## src/rtl/cache_fill_fsm.sv

```systemverilog
// Cache-miss fill controller: walks memory_address through the 8 two-byte words of
// a 16-byte block, writing each returned word and the tag on the last word.
module cache_fill_fsm (
    input  logic        clk,
    input  logic        rst,
    input  logic        miss_detected,
    input  logic [15:0] miss_address,
    input  logic        memory_data_valid,
    output logic        fsm_busy,
    output logic        write_data_array,
    output logic        write_tag_array,
    output logic [15:0] memory_address
);

    localparam int unsigned ADDR_W  = 16;
    localparam int unsigned CNT_W   = 3;
    localparam int unsigned BASE_W  = ADDR_W - CNT_W - 1;
    localparam logic [CNT_W-1:0] LAST_WORD = CNT_W'(7);

    typedef enum logic {
        IDLE = 1'b0,
        FILL = 1'b1
    } state_t;

    state_t              state;
    logic [CNT_W-1:0]    cnt;
    logic [BASE_W-1:0]   base_q;

    // State, word counter and block base; reset wins over everything.
    always_ff @(posedge clk) begin
        if (rst) begin
            state  <= IDLE;
            cnt    <= '0;
            base_q <= '0;
        end else begin
            case (state)
                IDLE: begin
                    if (miss_detected) begin
                        base_q <= miss_address[ADDR_W-1:CNT_W+1];
                        cnt    <= '0;
                        state  <= FILL;
                    end
                end
                FILL: begin
                    if (memory_data_valid) begin
                        if (cnt == LAST_WORD) begin
                            cnt   <= '0;
                            state <= IDLE;
                        end else begin
                            cnt <= cnt + CNT_W'(1);
                        end
                    end
                end
                default: state <= IDLE;
            endcase
        end
    end

    // Busy and address decode from state only; writes follow valid while filling.
    always_comb begin
        fsm_busy         = 1'b0;
        write_data_array = 1'b0;
        write_tag_array  = 1'b0;
        memory_address   = '0;
        if (state == FILL) begin
            fsm_busy         = 1'b1;
            memory_address   = {base_q, cnt, 1'b0};
            write_data_array = memory_data_valid;
            write_tag_array  = memory_data_valid && (cnt == LAST_WORD);
        end
    end

endmodule

```

## config.mk

```make
export PLATFORM = sky130hd
export DESIGN_NAME = cache_fill_fsm
export DESIGN_NICKNAME = d
export VERILOG_FILES = /design/src/rtl/cache_fill_fsm.sv
export SDC_FILE = /design/constraint.sdc
export NUM_CORES = 1
export LEC_CHECK = 0
export ABC_AREA = 1
export CORE_MARGIN = 5
export CORE_UTILIZATION = 39
export CTS_CLUSTER_DIAMETER = 80
export DETAILED_ROUTE_END_ITERATION = 7
export PLACE_DENSITY = 0.78
export RECOVER_POWER = 50
export REMOVE_ABC_BUFFERS = 1
export SYNTH_ARGS = -nofsm -noshare
export SYNTH_HDL_FRONTEND = slang
export SYNTH_SLANG_ARGS = --single-unit
```

## constraint.sdc

```tcl
create_clock -name clk -period 1.35 [get_ports clk]
set_input_delay 0.27 -clock clk [delete_from_list [all_inputs] [get_ports clk]]
set_output_delay 0.27 -clock clk [all_outputs]
set_load 0.005 [all_outputs]
```

==> results.cfg, run 1 <==
[clocking]
clock_latency_ns = 0.28
cts_hold_buf = 0
cts.sinks = 16
clock_path_buffers = 2
cts.clk_slew.worst_paths_ns = 0.10
clockRootBuffer = clkbuf_4
numCtsBuffers = 3
cts_tree = done
htree_levels = 1

[worst_setup_path]
worstPathMaxFanout = 2
cp-end-kind = output pin
rrSetupSlack_ns = -0.02
r2r_start = state
arrival_ns = 1.17
worstPathRequired_ns = 1.08
r2r_cells = 7
r2r_end = base_q[6]
start_kind = flip-flop
path_class = reg -> out

[floorplanning]
die_area_sq_mm = 0.00307
num_rows = 16
core_sq_mm = 0.00196
die_w_um = 55.4
initial_core_util_pct = 41.0
ioPinCount = 39
die_y_um = 55.4

[synth]
synthSimpleGateAreaFrac_pct = 27.1
yosys.area.top_type = dfxtp_1
synth_area_leaders = dfxtp_1 40%, nor2_1 13%, inv_1 8.9%
synth-xor-area-share_pct = 0
synth_top_family_by_area = simple AND/OR/NAND/NOR gates
yosysWarnings = 0
ys_seq_elements = 16
synth_adder_area_share_pct = 4.67
synth_top_cell_area_share_pct = 39.8
synth.avg_cell_area_sq_um = 7.06
synth_compound_area_share_pct = 10.6
syn_area_sq_um = 805
syn_inst = 114
muxShareOfSynthArea_pct = 0
yosysSeqAreaShare_pct = 39.8
synthDistinctLibCells = 20

[grt]
grt_pass1_vias = 830
grt.met1_usage_pct = 16.5
grt_busiest_layer = met2
overflow = 0
use_met2_pct = 26.2
grt_start_max_net_pins = 17
gr-usage-all-layers_pct = 15.3
antenna_found_initial = 0
grt_pass1_wl_mm = 3.80
met3_usage_pct = 6.53

[layout]
finalNetCount = 180
antenna_cells = 0
drive_above_1_share_pct = 44.2
final_common_cell = nor2_1
post-route-util_pct = 70.4
most-common-layout-cells = 26 x nor2_1, 15 x clkdlybuf4s50_1, 13 x dfxtp_1
syn2layout_area_growth_pct = 71.7
nFillCells = 161

[detailed_routing]
drc = 0
viasPerCell = 4.73
vias = 865
postRouteAntennaNets = 0
wl_mm = 2.36
wl_per_cell_um = 12.9
first_pass_iters = 4
drtIter0Drc = 21

[worst_hold_path]
min-delay-start = base_q[8]
min_path_type = reg -> reg
holdPathStages = 2
hold-path-endpoint = base_q[8]

[placement]
io_buffers = 33
dp_slack_ns = -0.438
routabilityCongestion = 0.748
hpwl_mm = 1.47

[timing]
tns_ns = -0.628
setup_ws_ns = -0.0884
finClkSkew_ns = 0.00518
rsz0062_at_grt = yes
fmax_mhz = 695
final-setup-viol-count = 19
min_period_ns = 1.44
fin_crit_sh_pct = 107
finalHoldViolCount = 0
drv_slew = 0

[run_status]
failed_checks = setup timing
status = finished, violations left

[power_and_ir_drop]
ir_worst_vdd_mv = 0.574
power.density_mw_per_mm2 = 820
power_uw = 1130
leakagePower_uw = 0.000771

[flow_run]
maxCapViolCount = 0
-- cells by family (layout without fill, tap and decap cells) --
| logic type | count (synthesis) | after routing |
|---|---|---|
| flops | 16 | 16 |
| fa+ha+maj | 3 | 3 |
| simple gates | 49 | 49 |
| other cells | 1 | 1 |
| compound gates | 17 | 17 |
| buf+inv | 28 | 70 |
-- where the power goes --
group / leakage (uW) / internal (uW) / switching, uW
sequential: 0.000134 / 505 / 28.6
combinational: 0.000616 / 153 / 125
clock: 0.0000210 / 164 / 157
total: 0.000771 / 822 / 311
-- worst max path at each step --
| stage | startpoint | endpoint | depth (start not counted) |
|---|---|---|---|
| floorplan | state | write_tag_array | 2 |
| finish | cnt[0] | write_tag_array | 5 |
| CTS | cnt[1] | write_tag_array | 5 |
| global placement | memory_data_valid | write_tag_array | 4 |
| global route | cnt[0] | write_tag_array | 5 |
| detailed placement | memory_data_valid | write_tag_array | 4 |
-- metal layers --
layer / routed length, um / vias to the layer above
met5: 0 / -
met4: 28 / 0
met3: 142 / 4
met2: 1280 / 31
met1: 913 / 406
li1: - / 424
-- critical path: stages (launching register included) --
cell	delay (ns)
dfxtp_2	0.35
ha_4	0.17
ha_4	0.15
inv_2	0.06
nor2_4	0.04
buf_2	0.12
-- cells in the mapped netlist --
cell and instances:
buf_6 3, nand2_2 1, inv_2 1, nand2_1 17, o21ai_0 11, a21oi_1 3, nor2_1 27, nand2_8 1
buf_4 1, ha_1 3, conb_1 1, inv_1 19, buf_2 1, buf_1 1, dfxtp_1 16, o21ai_1 3
inv_4 1, nand3_2 2, nand4_1 1, inv_6 1
-- registers in the layout, summed over array words and instances, names as in the netlist --
name and flops:
base_q 12, cnt 3, state 1
-- repair_timing --
action,4_1_cts,5_1_grt
gates cloned,1,0
setup buffers,3,0
setup endpoints to repair,18,21
gates resized for setup,98,36
pin swaps,12,0
-- metrics by stage --
| stage | hold slack, ns | std cells | cell area [sq um] |
|---|---|---|---|
| 2_1_floorplan | 0.339 | 108 | 754 |
| 3_3_place_gp | 0.464 | 175 | 1180 |
| 3_5_place_dp | 0.473 | 175 | 1180 |
| 4_1_cts | 0.494 | 183 | 1270 |
| 5_1_grt | 0.525 | 183 | 1380 |
| 6_report | 0.494 | 183 | 1380 |
-- area by class of cell --
class / count / area [sq um] / area share [%]
multi-input cells: 70 / 445 / 32.2
flip-flops and latches: 16 / 327 / 23.6
clock buffers: 4 / 36.3 / 2.63
well taps: 27 / 33.8 / 2.45
inverters: 22 / 95.1 / 6.88
repair buffers: 44 / 444 / 32.2
(Power assumes the default switching activity.)
==> run 2, diff against run 1 <==
==> constraint.sdc (replaced) <==
create_clock -name clk -period 1.35 [get_ports clk]
set_input_delay 0.2025 -clock clk [delete_from_list [all_inputs] [get_ports clk]]
set_output_delay 0.2025 -clock clk [all_outputs]
set_load 0.005 [all_outputs]
==> run 2 against run 1 <==
Against the previous run: the flow still finishes with violations (setup timing); critical path depth unchanged; wire length decreased by 11%; power decreased by 6.1%; critical endpoint unchanged.
==> results.cfg, run 2 (same netlist as run 1, synthesis figures left out) <==
[floorplanning]
ioPinCount = 39
die_y_um = 55.4
num_rows = 16
core_sq_mm = 0.00196
initial_core_util_pct = 41.0
die_w_um = 55.4
die_area_sq_mm = 0.00307

[layout]
finalNetCount = 180
final_common_cell = nor2_1
nFillCells = 183
drive_above_1_share_pct = 30.8
largest_reg_flops = 12
stdcell_count = 183
most-common-layout-cells = 26 x nor2_1, 17 x inv_1, 15 x nand2_1, 15 x clkdlybuf4s50_1, 13 x dfxtp_1
reg_top3 = base_q x12, cnt x3, state x1
final_area_sq_mm = 0.00122
antenna_cells = 0
syn2layout_area_growth_pct = 51.3
largest-register = base_q

[timing]
rsz0062_at_grt = yes
finClkSkew_ns = 0.00720
finalHoldViolCount = 0
drv_slew = 0
fmax_mhz = 724
fin_crit_sh_pct = 102
min_period_ns = 1.38
setup_ws_ns = -0.0316
final-setup-viol-count = 1

[worst_hold_path]
hold-path-endpoint = base_q[11]
holdPathStages = 2
min-delay-start = base_q[11]
min_path_type = reg -> reg

[detailed_routing]
postRouteAntennaNets = 0
drc = 0
drtIter0Drc = 8
wl_per_cell_um = 11.5
wl_mm = 2.10
viasPerCell = 4.51
vias = 826
first_pass_iters = 5

[clocking]
cts.clk_slew.worst_paths_ns = 0.10
clock_latency_ns = 0.29
numCtsBuffers = 3
cts.sinks = 16
clock_path_buffers = 2
htree_levels = 1
cts_tree = done
clockRootBuffer = clkbuf_4

[power_and_ir_drop]
power_uw = 1060
power.density_mw_per_mm2 = 873
leakagePower_uw = 0.000668
ir_worst_vdd_mv = 0.412

[worst_setup_path]
path_common_cell = ha_4
critPathMaxStageDelay_ns = 0.37
start_kind = flip-flop
timing.critical_path.buf_inv = 2
r2r_end = base_q[1]
path_depth = 5
cpMaxStageDelayCell = dfxtp_2
crit_family = flip-flops
cp-startpoint = cnt[1]
path_class = reg -> out
r2r_cells = 6
rrSetupSlack_ns = 0.05
r2r_start = state
crit_chain = ha_4 -> ha_4 -> inv_2 -> nor2_2 -> buf_2
worstPathRequired_ns = 1.15
worstPathMaxFanout = 2
cp-end-kind = output pin
arrival_ns = 1.18

[grt]
gr-usage-all-layers_pct = 14.6
grt_pass1_vias = 864
grt_start_max_net_pins = 17
grt_pass1_wl_mm = 3.64
antenna_found_initial = 0
overflow = 0

[run_status]
failed_checks = setup timing
status = finished, violations left

[placement]
postPlaceCellArea_sq_mm = 0.00118
hpwl_mm = 1.42
routabilityCongestion = 0.755
io_buffers = 33
place_inst = 175

[flow_run]
maxCapViolCount = 0
## run 2: cell count changes in the layout (fill, tap and decap cells not counted), sizes merged
cell | before | now
clkdlybuf4s15 | 0 | 1
bufbuf | 1 | 0
buf | 28 | 21
clkbuf | 4 | 11
## run 2: power breakdown
group          leakage (uW)  total [uW]  switching (uW)  internal, uW
combinational      0.000514         222             102           120
clock             0.0000210         317             152           164
sequential         0.000134         524            19.5           505
## run 2: how the worst max path moves through the flow
stage	endpoint	slack (ns)
after CTS	memory_address[4]	-0.05
after detailed placement	write_tag_array	-0.30
final	write_tag_array	-0.03
after global placement	write_tag_array	-0.29
after global routing	write_tag_array	-0.08
after floorplan	write_tag_array	0.11
## run 2: cell type report
| class | count | area (sq um) | area share (%) |
|---|---|---|---|
| Clock buffer | 4 | 36.3 | 2.98 |
| Inverter | 22 | 92.6 | 7.61 |
| Multi-Input combinational cell | 70 | 363 | 29.8 |
| Sequential cell | 16 | 327 | 26.8 |
| Tap cell | 27 | 33.8 | 2.77 |
| Timing Repair Buffer | 44 | 365 | 30.0 |
## run 2: layer usage
metal  global-route usage, %  share of wire, %  wire [um]
met1                    15.4                44        932
met2                    26.4                49       1030
met3                    5.36               5.9        124
met4                    5.21              0.95         20
met5                       0                 0          0
## run 2: tightest hold or removal path: stages, from the launching register on
cell and delay (ns):
dfxtp_1 0.32, nor2_1 0.09, nor2_1 0.05
## run 2: metrics by stage
| stage | TNS (ns) | hold slack [ns] | setup slack, ns | utilization, % |
|---|---|---|---|---|
| 3_3_place_gp | -0.501 | 0.464 | -0.288 | 60.3 |
| 5_1_grt | -0.422 | 0.508 | -0.0829 | 62.1 |
| 4_1_cts | -0.380 | 0.494 | -0.0507 | 64.3 |
| 2_1_floorplan | 0 | 0.272 | 0.105 | - |
| 6_report | -0.0316 | 0.493 | -0.0316 | 62.1 |
| 3_5_place_dp | -0.529 | 0.474 | -0.297 | 60.3 |
## run 2: repair_timing
action / 4_1_cts / 5_1_grt
pin swaps: 1 / 2
setup endpoints to repair: 18 / 16
setup buffers: 4 / 0
hold buffers: 0 / 0
resized for setup: 67 / 19
cloned: 1 / 0
